**src/rtl/id_stage_pipe_if.sv**
```systemverilog
// rtl/id_stage_pipe_if.sv - IF/ID, hazard, write-back and ID/EX signal bundle for id_stage_pipe
interface id_stage_pipe_if #(
    parameter int DATA_W = 32,
    parameter int RA_W   = 5
);
    // IF/ID side
    logic              in_valid;
    logic [31:0]       ir;
    logic [DATA_W-1:0] next_pc;
    logic              branch;
    // write-back port
    logic              wb_en;
    logic [RA_W-1:0]   wb_reg;
    logic [DATA_W-1:0] wb_data;
    // instruction currently in EX
    logic              ex_regwrite;
    logic              ex_memread;
    logic [RA_W-1:0]   ex_dest;
    // instruction currently in MEM
    logic              mem_regwrite;
    logic [RA_W-1:0]   mem_dest;
    logic [DATA_W-1:0] mem_result;
    // control back to fetch
    logic              pc_src;
    logic [DATA_W-1:0] beq_adr;
    logic [25:0]       jmp_adr;
    logic              stall;
    logic              flush;
    // ID/EX register
    logic              ex_valid;
    logic [DATA_W-1:0] ex_rd1;
    logic [DATA_W-1:0] ex_rd2;
    logic [DATA_W-1:0] ex_imm;
    logic [RA_W-1:0]   ex_rs;
    logic [RA_W-1:0]   ex_rt;
    logic [RA_W-1:0]   ex_rd;
    logic [5:0]        ex_opcode;
    logic [5:0]        ex_func;

    modport master (
        output in_valid, ir, next_pc, branch,
        output wb_en, wb_reg, wb_data,
        output ex_regwrite, ex_memread, ex_dest,
        output mem_regwrite, mem_dest, mem_result,
        input  pc_src, beq_adr, jmp_adr, stall, flush,
        input  ex_valid, ex_rd1, ex_rd2, ex_imm, ex_rs, ex_rt, ex_rd, ex_opcode, ex_func
    );

    modport slave (
        input  in_valid, ir, next_pc, branch,
        input  wb_en, wb_reg, wb_data,
        input  ex_regwrite, ex_memread, ex_dest,
        input  mem_regwrite, mem_dest, mem_result,
        output pc_src, beq_adr, jmp_adr, stall, flush,
        output ex_valid, ex_rd1, ex_rd2, ex_imm, ex_rs, ex_rt, ex_rd, ex_opcode, ex_func
    );
endinterface

```
**src/rtl/id_stage_pipe.sv**
```systemverilog
// rtl/id_stage_pipe.sv - pipelined decode stage: register file, hazard stall, early beq resolve, ID/EX register (optional macro ID_BRANCH_FWD_EN)
module id_stage_pipe #(
    parameter int DATA_W = 32,
    parameter int RA_W   = 5
) (
    input logic          clk,
    input logic          rst,
    id_stage_pipe_if.slave bus
);
    localparam int NREG = 2 ** RA_W;

    logic [DATA_W-1:0] rf [NREG];

    logic [4:0]        rs5, rt5, rd5;
    logic [RA_W-1:0]   rs, rt, rd;
    logic [DATA_W-1:0] imm;
    logic [5:0]        opcode, func;
    logic              wb_write;
    logic [DATA_W-1:0] rd1, rd2;
    logic [DATA_W-1:0] op1, op2;
    logic              load_use, br_ex_haz, br_mem_haz;
    logic              stall_i, pc_src_i;

    // Instruction field extraction; narrower register files use the low bits of each field.
    assign rs5    = bus.ir[25:21];
    assign rt5    = bus.ir[20:16];
    assign rd5    = bus.ir[15:11];
    assign rs     = RA_W'(rs5);
    assign rt     = RA_W'(rt5);
    assign rd     = RA_W'(rd5);
    assign imm    = DATA_W'($signed(bus.ir[15:0]));
    assign opcode = bus.ir[31:26];
    assign func   = bus.ir[5:0];

    assign bus.jmp_adr = bus.ir[25:0];
    assign bus.beq_adr = bus.next_pc + (imm << 2);

    assign wb_write = bus.wb_en && (bus.wb_reg != '0);

    // Register file storage; entry 0 is never written so it stays zero.
    always_ff @(posedge clk or negedge rst) begin
        if (!rst) begin
            for (int i = 0; i < NREG; i++) begin
                rf[i] <= '0;
            end
        end else if (wb_write) begin
            rf[bus.wb_reg] <= bus.wb_data;
        end
    end

    // Write-first read ports: a same-cycle write-back bypasses the array.
    always_comb begin
        rd1 = rf[rs];
        rd2 = rf[rt];
        if (rs == '0) begin
            rd1 = '0;
        end else if (wb_write && (bus.wb_reg == rs)) begin
            rd1 = bus.wb_data;
        end
        if (rt == '0) begin
            rd2 = '0;
        end else if (wb_write && (bus.wb_reg == rt)) begin
            rd2 = bus.wb_data;
        end
    end

    // A load in EX cannot feed anything; an ALU result in EX cannot feed a branch compare.
    assign load_use  = bus.in_valid && bus.ex_memread && (bus.ex_dest != '0) &&
                       ((bus.ex_dest == rs) || (bus.ex_dest == rt));
    assign br_ex_haz = bus.in_valid && bus.branch && bus.ex_regwrite && (bus.ex_dest != '0) &&
                       ((bus.ex_dest == rs) || (bus.ex_dest == rt));

`ifdef ID_BRANCH_FWD_EN
    // Branch operands take the MEM result when it targets the source register.
    always_comb begin
        op1 = rd1;
        op2 = rd2;
        if (bus.mem_regwrite && (bus.mem_dest != '0) && (bus.mem_dest == rs)) begin
            op1 = bus.mem_result;
        end
        if (bus.mem_regwrite && (bus.mem_dest != '0) && (bus.mem_dest == rt)) begin
            op2 = bus.mem_result;
        end
    end
    assign br_mem_haz = 1'b0;
`else
    // Without a MEM bypass the branch waits until the producer has written back.
    always_comb begin
        op1 = rd1;
        op2 = rd2;
    end
    assign br_mem_haz = bus.in_valid && bus.branch && bus.mem_regwrite && (bus.mem_dest != '0) &&
                        ((bus.mem_dest == rs) || (bus.mem_dest == rt));
    logic unused_mem_result;
    assign unused_mem_result = ^bus.mem_result;
`endif

    assign stall_i  = load_use || br_ex_haz || br_mem_haz;
    assign pc_src_i = bus.in_valid && bus.branch && !stall_i && (op1 == op2);

    assign bus.stall  = stall_i;
    assign bus.pc_src = pc_src_i;
    assign bus.flush  = pc_src_i;

    // ID/EX register: a bubble on invalid input or stall, otherwise the decoded instruction.
    always_ff @(posedge clk or negedge rst) begin
        if (!rst) begin
            bus.ex_valid  <= 1'b0;
            bus.ex_rd1    <= '0;
            bus.ex_rd2    <= '0;
            bus.ex_imm    <= '0;
            bus.ex_rs     <= '0;
            bus.ex_rt     <= '0;
            bus.ex_rd     <= '0;
            bus.ex_opcode <= '0;
            bus.ex_func   <= '0;
        end else if (!bus.in_valid || stall_i) begin
            bus.ex_valid  <= 1'b0;
            bus.ex_rd1    <= '0;
            bus.ex_rd2    <= '0;
            bus.ex_imm    <= '0;
            bus.ex_rs     <= '0;
            bus.ex_rt     <= '0;
            bus.ex_rd     <= '0;
            bus.ex_opcode <= '0;
            bus.ex_func   <= '0;
        end else begin
            bus.ex_valid  <= 1'b1;
            bus.ex_rd1    <= rd1;
            bus.ex_rd2    <= rd2;
            bus.ex_imm    <= imm;
            bus.ex_rs     <= rs;
            bus.ex_rt     <= rt;
            bus.ex_rd     <= rd;
            bus.ex_opcode <= opcode;
            bus.ex_func   <= func;
        end
    end
endmodule

```
**src/flat_wrapper.sv**
```systemverilog
// flat-port wrapper written by rule: the top's interface ports become plain ports
module id_stage_pipe_flat 
#(
    parameter int DATA_W = 32,
    parameter int RA_W   = 5
)
  (clk, rst, bus_in_valid, bus_ir, bus_next_pc, bus_branch, bus_wb_en, bus_wb_reg, bus_wb_data, bus_ex_regwrite, bus_ex_memread, bus_ex_dest, bus_mem_regwrite, bus_mem_dest, bus_mem_result, bus_pc_src, bus_beq_adr, bus_jmp_adr, bus_stall, bus_flush, bus_ex_valid, bus_ex_rd1, bus_ex_rd2, bus_ex_imm, bus_ex_rs, bus_ex_rt, bus_ex_rd, bus_ex_opcode, bus_ex_func);
  id_stage_pipe_if #(.DATA_W(DATA_W), .RA_W(RA_W)) bus_i ();
  input logic clk;
  input logic rst;
  input wire logic [$bits(bus_i.in_valid)-1:0] bus_in_valid;
  input wire logic [$bits(bus_i.ir)-1:0] bus_ir;
  input wire logic [$bits(bus_i.next_pc)-1:0] bus_next_pc;
  input wire logic [$bits(bus_i.branch)-1:0] bus_branch;
  input wire logic [$bits(bus_i.wb_en)-1:0] bus_wb_en;
  input wire logic [$bits(bus_i.wb_reg)-1:0] bus_wb_reg;
  input wire logic [$bits(bus_i.wb_data)-1:0] bus_wb_data;
  input wire logic [$bits(bus_i.ex_regwrite)-1:0] bus_ex_regwrite;
  input wire logic [$bits(bus_i.ex_memread)-1:0] bus_ex_memread;
  input wire logic [$bits(bus_i.ex_dest)-1:0] bus_ex_dest;
  input wire logic [$bits(bus_i.mem_regwrite)-1:0] bus_mem_regwrite;
  input wire logic [$bits(bus_i.mem_dest)-1:0] bus_mem_dest;
  input wire logic [$bits(bus_i.mem_result)-1:0] bus_mem_result;
  output wire logic [$bits(bus_i.pc_src)-1:0] bus_pc_src;
  output wire logic [$bits(bus_i.beq_adr)-1:0] bus_beq_adr;
  output wire logic [$bits(bus_i.jmp_adr)-1:0] bus_jmp_adr;
  output wire logic [$bits(bus_i.stall)-1:0] bus_stall;
  output wire logic [$bits(bus_i.flush)-1:0] bus_flush;
  output wire logic [$bits(bus_i.ex_valid)-1:0] bus_ex_valid;
  output wire logic [$bits(bus_i.ex_rd1)-1:0] bus_ex_rd1;
  output wire logic [$bits(bus_i.ex_rd2)-1:0] bus_ex_rd2;
  output wire logic [$bits(bus_i.ex_imm)-1:0] bus_ex_imm;
  output wire logic [$bits(bus_i.ex_rs)-1:0] bus_ex_rs;
  output wire logic [$bits(bus_i.ex_rt)-1:0] bus_ex_rt;
  output wire logic [$bits(bus_i.ex_rd)-1:0] bus_ex_rd;
  output wire logic [$bits(bus_i.ex_opcode)-1:0] bus_ex_opcode;
  output wire logic [$bits(bus_i.ex_func)-1:0] bus_ex_func;
  assign bus_i.in_valid = bus_in_valid;
  assign bus_i.ir = bus_ir;
  assign bus_i.next_pc = bus_next_pc;
  assign bus_i.branch = bus_branch;
  assign bus_i.wb_en = bus_wb_en;
  assign bus_i.wb_reg = bus_wb_reg;
  assign bus_i.wb_data = bus_wb_data;
  assign bus_i.ex_regwrite = bus_ex_regwrite;
  assign bus_i.ex_memread = bus_ex_memread;
  assign bus_i.ex_dest = bus_ex_dest;
  assign bus_i.mem_regwrite = bus_mem_regwrite;
  assign bus_i.mem_dest = bus_mem_dest;
  assign bus_i.mem_result = bus_mem_result;
  assign bus_pc_src = bus_i.pc_src;
  assign bus_beq_adr = bus_i.beq_adr;
  assign bus_jmp_adr = bus_i.jmp_adr;
  assign bus_stall = bus_i.stall;
  assign bus_flush = bus_i.flush;
  assign bus_ex_valid = bus_i.ex_valid;
  assign bus_ex_rd1 = bus_i.ex_rd1;
  assign bus_ex_rd2 = bus_i.ex_rd2;
  assign bus_ex_imm = bus_i.ex_imm;
  assign bus_ex_rs = bus_i.ex_rs;
  assign bus_ex_rt = bus_i.ex_rt;
  assign bus_ex_rd = bus_i.ex_rd;
  assign bus_ex_opcode = bus_i.ex_opcode;
  assign bus_ex_func = bus_i.ex_func;
  id_stage_pipe #(.DATA_W(DATA_W), .RA_W(RA_W)) u_core (.clk(clk), .rst(rst), .bus(bus_i));
endmodule
```
**config.mk**
```make
export PLATFORM = sky130hd
export DESIGN_NAME = id_stage_pipe_flat
export DESIGN_NICKNAME = d
export VERILOG_FILES = /design/src/rtl/id_stage_pipe_if.sv /design/src/rtl/id_stage_pipe.sv /design/src/flat_wrapper.sv
export SDC_FILE = /design/constraint.sdc
export NUM_CORES = 2
export LEC_CHECK = 0
export CAP_MARGIN = 15
export CORE_MARGIN = 10
export CORE_UTILIZATION = 45
export DETAILED_ROUTE_END_ITERATION = 10
export PLACE_DENSITY = 0.64
export SYNTH_ARGS = -nofsm -noshare
export SYNTH_HDL_FRONTEND = slang
export SYNTH_SLANG_ARGS = --single-unit
```
**constraint.sdc**
```tcl
create_clock -name clk -period 9.05 [get_ports clk]
set_input_delay 2.715 -clock clk [delete_from_list [all_inputs] [get_ports clk]]
set_output_delay 2.715 -clock clk [all_outputs]
set_load 0.01 [all_outputs]
```
# Yosys cells after proc, flatten, opt, wreduce, memory -nomap -nowiden
# Cells that the tools add are included.
# op_classes
add_sub_neg,1
magnitude_cmp,4
eq_ne,7
n_mux,22
n_bitwise,3
reduce_logical,28
# ops
operator,count
$bwmux 1024,1
$mux 32,12
$bmux 32 s5,2
$demux 32 s5,1
$add 32x32->32,1
$eq 32x32->1,1
$eq 5x5->1,6
$ge 6x6->1 const B,3
$not 5->6,3
$logic_and 1x1->1,16
$mux 5,3
$reduce_bool 5->1,3
$mux 6,2
$logic_not 5->1,2
$lt 6x1->1 const B,1
$logic_or 1x1->1,5
$logic_not 1->1,2
$mux 1,1
# totals
regBits,1148
input_bits,151
out_inout_bits,185
elab_cells,106

# Depth between registers and ports, before layout
# depth
depth_word,9
depth_mapped,18

# Worst setup path after synthesis
# Ideal clock, no wire load.
# synth_timing
path_type,input to output
from,in bus_ir[16]
to,out bus_pc_src
t_arrival_ps,5729
t_required_ps,6335
path_slack_ps,606
stages,13
n_path_buf,5
path_cell_list,buf_4 buf_6 buf_4 buf_2 mux4_2 a2111oi_0 nor3_1 a21oi_1 xor2_1 nor4_1 nand2_1 nor4_2 buf_4
# synth_between
elab_chain_cells,8
elab_cells_between_ends,22
cone_classes,4 x eq/ne; 5 x mux; 1 x bitwise; 12 x reduce/logical
# synth_lines
item,line,text
"start, declared",flat_wrapper.sv:12,input wire logic [$bits(bus_i.ir)-1:0] bus_ir;
$not 5->6 (implied by the code) or $eq 5x5->1 (tied branches),"id_stage_pipe.sv:54, id_stage_pipe.sv:69, id_stage_pipe.sv:71",
$bmux 32 s5 or $logic_or 1x1->1 (tied branches),"id_stage_pipe.sv:54, id_stage_pipe.sv:69, id_stage_pipe.sv:71",
$mux 32 (implied by the code) (tied with other cells),id_stage_pipe.sv:54,rd2 = rf[rt];
$mux 32 (implied by the code) or $logic_or 1x1->1 (tied branches),"id_stage_pipe.sv:54, id_stage_pipe.sv:98",
$mux 32 or $logic_or 1x1->1 (tied branches),"id_stage_pipe.sv:62, id_stage_pipe.sv:98",
$mux 32 or $logic_not 1->1 (tied branches),"id_stage_pipe.sv:60, id_stage_pipe.sv:99",
$eq 32x32->1 or $logic_and 1x1->1 (tied branches),id_stage_pipe.sv:99,assign pc_src_i = bus.in_valid && bus.branch && !stall_i && (op1 == op2);
$logic_and 1x1->1 *,id_stage_pipe.sv:99,
"end, declared",flat_wrapper.sv:24,output wire logic [$bits(bus_i.pc_src)-1:0] bus_pc_src;
# Mark *: on every way between the ends. The rest lies on a longest branch, timed or not. The select of a mux whose other input is x is not followed.

# Worst setup path after layout
# Same ends and word-level chain as after synthesis.

==> flow_results.org <==
** Clock network
- Skew-Pair Late Insertion Delay :: 780 ps
- Max H-tree Level :: 3
- Clock buffers created by TritonCTS :: 121
- Cell at the root of the clock tree :: sky130_fd_sc_hd__clkbuf_16
- In this run the deepest clock path goes through 3 buffers.
- Number of clock sinks seen by CTS :: 1121
- CTS tree :: yes
- For this design, the CTS-stage hold fixing added 0 buffers.
- Clock-pin slew on the worst setup and hold paths :: 60 ps

** Detailed routing
- In this run the remaining antenna-violating nets after routing total 0.
- After detailed routing, the total wire length is 215 mm.
- After the first detailed-routing iteration, the DRC count stood at 4806.
- Routed wire length per instance :: 32.0 µm
- Vias per Instance :: 6.41
- For this run, design rule violations remaining after detail routing come to 0.
- The first detailed-routing pass ran for 7 iterations.
- Summing over every cut layer, the via total after detailed routing is 43080.

** STA
- Setup violations remaining at the end of the flow were counted as 0.
- Subtracting the final worst setup slack from the clock period gives 8900 ps.
- Unrepaired setup endpoints after global routing :: no
- For the final routed database, the setup TNS stands at 0 ps.
- Portion of the clock cycle consumed by the worst path in the final layout :: 0.983
- Final setup margin :: 154 ps
- Maximum clock rate :: 0.112 GHz
- Hold Violations, Final :: 0
- In this run the tightest slew margin relative to its limit is 0.198.
- Final count of pins violating max slew :: 0
- Clock skew on the completed layout was measured at 45.4 ps.
- Slew at the pin with the worst max-slew slack :: 1200 ps
- On the final layout, the worst hold slack is 399 ps.

** Global routing
- The first global-routing pass estimated 310 mm of wire.
- Entering global routing, the biggest net connects 168 pins.
- Across every metal layer, demand over resource in global routing totals 0.284.
- The initial antenna violation count was 9.
- Global-route congestion overflow total :: 0
- Vias in the first global route :: 43341

** Worst setup path
- At the worst endpoint, the arrival time is 6180 ps.
- STA classifies the critical path startpoint as an input pin.
- Data required time of the critical path :: 6340 ps
- Critical path endpoint category :: output pin
- Critical path type :: in2out
- Of all nets on the critical path, the largest fanout is 16.

** Placed design
- In this run the tool buffered the top-level ports with 299 buffer cells.
- The congestion estimate from routability-driven global placement came to 0.882.
- Detailed placement ended at an HPWL of 136 mm.
- Worst-case setup slack after placement :: -716 ps

** Final layout
- After the last flow step, the layout net total stands at 5026.
- Most frequent cells in the layout :: 1121 x sky130_fd_sc_hd__dfrtp_1, 974 x sky130_fd_sc_hd__mux2_2, 428 x sky130_fd_sc_hd__buf_4
- Measured on the finished design, the core utilization comes to 0.544.
- The multi-input combinational cells in the finished layout cover a total of 0.0301 mm².
- The sequential cells in the finished layout cover a total of 0.0281 mm².
- Area growth from synthesis to final layout :: 20.4%
- FILL cells :: 11004
- Share of final-layout standard cells stronger than drive strength 1 :: 0.446
- The library cell used most frequently in the layout, excluding fill and tap cells, is sky130_fd_sc_hd__dfrtp_1.

** Floorplan
- The die covers 0.149 mm².
- After floorplanning, the core was divided into 134 placement rows.
- In this run the horizontal extent of the chip is 386 µm.
- Number of ports placed on the die boundary :: 336
- The initial utilization of the core area, before any placement, comes to 0.452.
- Die extent in y :: 386 µm
- Standard cell core area :: 0.133 mm²

** Yosys
- Yosys mapped a number of flops with a built-in enable equal to 0.
- Syn Nets :: 4609
- Of the total synthesized cell area, the portion taken by full adders, half adders and majority gates is 0.00636.
- Multiplexer share of the synthesized area :: 0.376
- A synthesized cell averages 13.6 µm².
- Synth unique cells :: 74
- Seq/Total Area, Yosys :: 0.466
- Post-synthesis register bit count :: 1121
- Among all flip-flop cells after synthesis, the most frequent one is sky130_fd_sc_hd__dfrtp_1.
- Synthesis produced a netlist whose cell count is 4428.
- The area fraction in compound gates after synthesis was 0.0549.
- Area of the mapped netlist :: 0.0602 mm²
- Of the total synthesized cell area, the portion taken by XOR and XNOR cells is 0.0128.
- Combinational family with the most area after synthesis :: multiplexers
- Simple-gate area share of the yosys netlist :: 0.0419
- Of all flip-flops after synthesis, the portion carrying an async set or reset was 1.00.
- For this run, the number of Yosys warnings is 0.

** Power
- VDD sags by at most 0.149 mV.
- Power per standard cell area :: 211 mW/mm²
- Overall power after layout :: 15.3 mW
- Leakage Power :: 31.9 nW

** Status
- The run finished with clean final reports.

** Hold path
- Worst min-delay path category :: reg2reg

** Job
- The tool flagged a number of max-cap violations equal to 0.
==> final cells by class <==
| class | instances | share of cell area |
|---|---|---|
| diodes | 6 | 0.000207 |
| clock buffers | 183 | 0.0499 |
| clock inverters | 43 | 0.00841 |
| inverters | 25 | 0.00129 |
| multi-input cells | 2771 | 0.415 |
| flip-flops and latches | 1121 | 0.387 |
| well taps | 1768 | 0.0305 |
| repair buffers | 805 | 0.108 |
==> path summary, 6_finish.rpt <==
check	from	to	slack [ps]	depth (start not counted)
setup / recovery	bus_ir[16]	bus_pc_src	150	14
hold / removal	u_core.rf[1004]	u_core.rf[1004]	400	0
setup reg to reg	u_core.rf[536]	u_core.bus.ex_rd1[24]	6610	9
hold reg to reg	u_core.rf[1004]	u_core.rf[1004]	400	0
max in group asynchronous	rst	u_core.rf[64]	5430	2
min in group asynchronous	rst	u_core.rf[742]	2060	1
==> power by group <==
| part | total, mW | leakage [nW] | switching [mW] | internal, mW |
|---|---|---|---|---|
| combinational | 3.44 | 15.4 | 1.47 | 1.96 |
| sequential | 6.56 | 14.4 | 0.646 | 5.91 |
| clock | 5.27 | 2.07 | 2.15 | 3.11 |
| total | 15.3 | 31.9 | 4.27 | 11.0 |
==> cells in the mapped netlist (all sizes together) (6+ instances only) <==
| library cell | n | share of area |
|---|---|---|
| o2111ai | 6 | 0.00087 |
| nand4 | 6 | 0.00062 |
| a211oi | 13 | 0.0016 |
| a21oi | 97 | 0.0081 |
| o221ai | 80 | 0.012 |
| o21ai | 71 | 0.0059 |
| mux2 | 974 | 0.18 |
| nand3 | 31 | 0.0026 |
| nor3b | 7 | 0.00087 |
| clkbuf | 333 | 0.021 |
| inv | 24 | 0.0015 |
| a2111oi | 9 | 0.0013 |
| o31ai | 9 | 0.0011 |
| mux2i | 214 | 0.036 |
| a31oi | 18 | 0.0019 |
| a22oi | 37 | 0.0046 |
| xnor2 | 43 | 0.0063 |
| nand2b | 6 | 0.00062 |
| nor4 | 7 | 0.00083 |
| and2 | 35 | 0.0036 |
| mux4 | 424 | 0.16 |
| ha | 29 | 0.0060 |
| buf | 178 | 0.019 |
| and3 | 7 | 0.00073 |
| nand2 | 276 | 0.017 |
| o22ai | 13 | 0.0014 |
| nor2 | 130 | 0.0081 |
| o211ai | 6 | 0.00075 |
| a32oi | 8 | 0.0012 |
| a221oi | 57 | 0.0083 |
| nand3b | 6 | 0.00075 |
| nor3 | 41 | 0.0035 |
| a21o | 10 | 0.0012 |
| xor2 | 45 | 0.0065 |
| dfrtp | 1121 | 0.47 |
==> routing by layer <==
metal  GRT usage  up-vias  wire, µm
met1       0.383    22666     86100
met4       0.129        8     10800
met5           0        -        58
met2       0.438     2338     97100
met3      0.0630      540     20800
li1            -    17528         -
==> critical path: stages <==
cell                       delay [ps]
sky130_fd_sc_hd__buf_16           190
sky130_fd_sc_hd__buf_12           130
sky130_fd_sc_hd__buf_4            290
sky130_fd_sc_hd__buf_4            240
sky130_fd_sc_hd__mux4_2           540
sky130_fd_sc_hd__a221oi_1         420
sky130_fd_sc_hd__a211oi_1         180
sky130_fd_sc_hd__mux2i_1          240
sky130_fd_sc_hd__xor2_1           100
sky130_fd_sc_hd__nor2_1           230
sky130_fd_sc_hd__nand4_1          180
sky130_fd_sc_hd__nor4_4           360
sky130_fd_sc_hd__buf_4            190
sky130_fd_sc_hd__clkbuf_2         140
==> registers in the layout, indices dropped and copies added (netlist names) <==
signal and cells:
u_core.rf 1024, u_core.bus.ex_rs 5, u_core.bus.ex_rd2 32, u_core.bus.ex_opcode 6, u_core.bus.ex_valid 1, u_core.bus.ex_rt 5
u_core.bus.ex_rd1 32, u_core.bus.ex_imm 16
==> kinds of logic (layout without fill, tap and decap cells) <==
family                   after synthesis  after routing
AO/OA/AOI/OAI                        469            469
XOR/XNOR                              88             88
adder cells (fa/ha/maj)               30             30
buffers and inverters                536           1056
flip-flops                          1121           1121
multiplexers                        1612           1612
other                                  0              6
AND/OR/NAND/NOR                      572            572
==> through the flow <==
stage	instances	instance area [µm²]
floorplan	4428	60200
global placement	6478	67800
detailed placement	6480	67800
CTS	6715	72400
global route	6718	72500
finish	6722	72500
==> what timing repair did <==
action | 4_1_cts | 5_1_grt
endpoints found under the setup margin | 4 | 5
cloned | 1 | 0
pin swaps | 9 | 10
buffers inserted | 8 | 0
gates resized for setup | 53 | 20
Note: power is estimated with default switching activity, not from simulation.
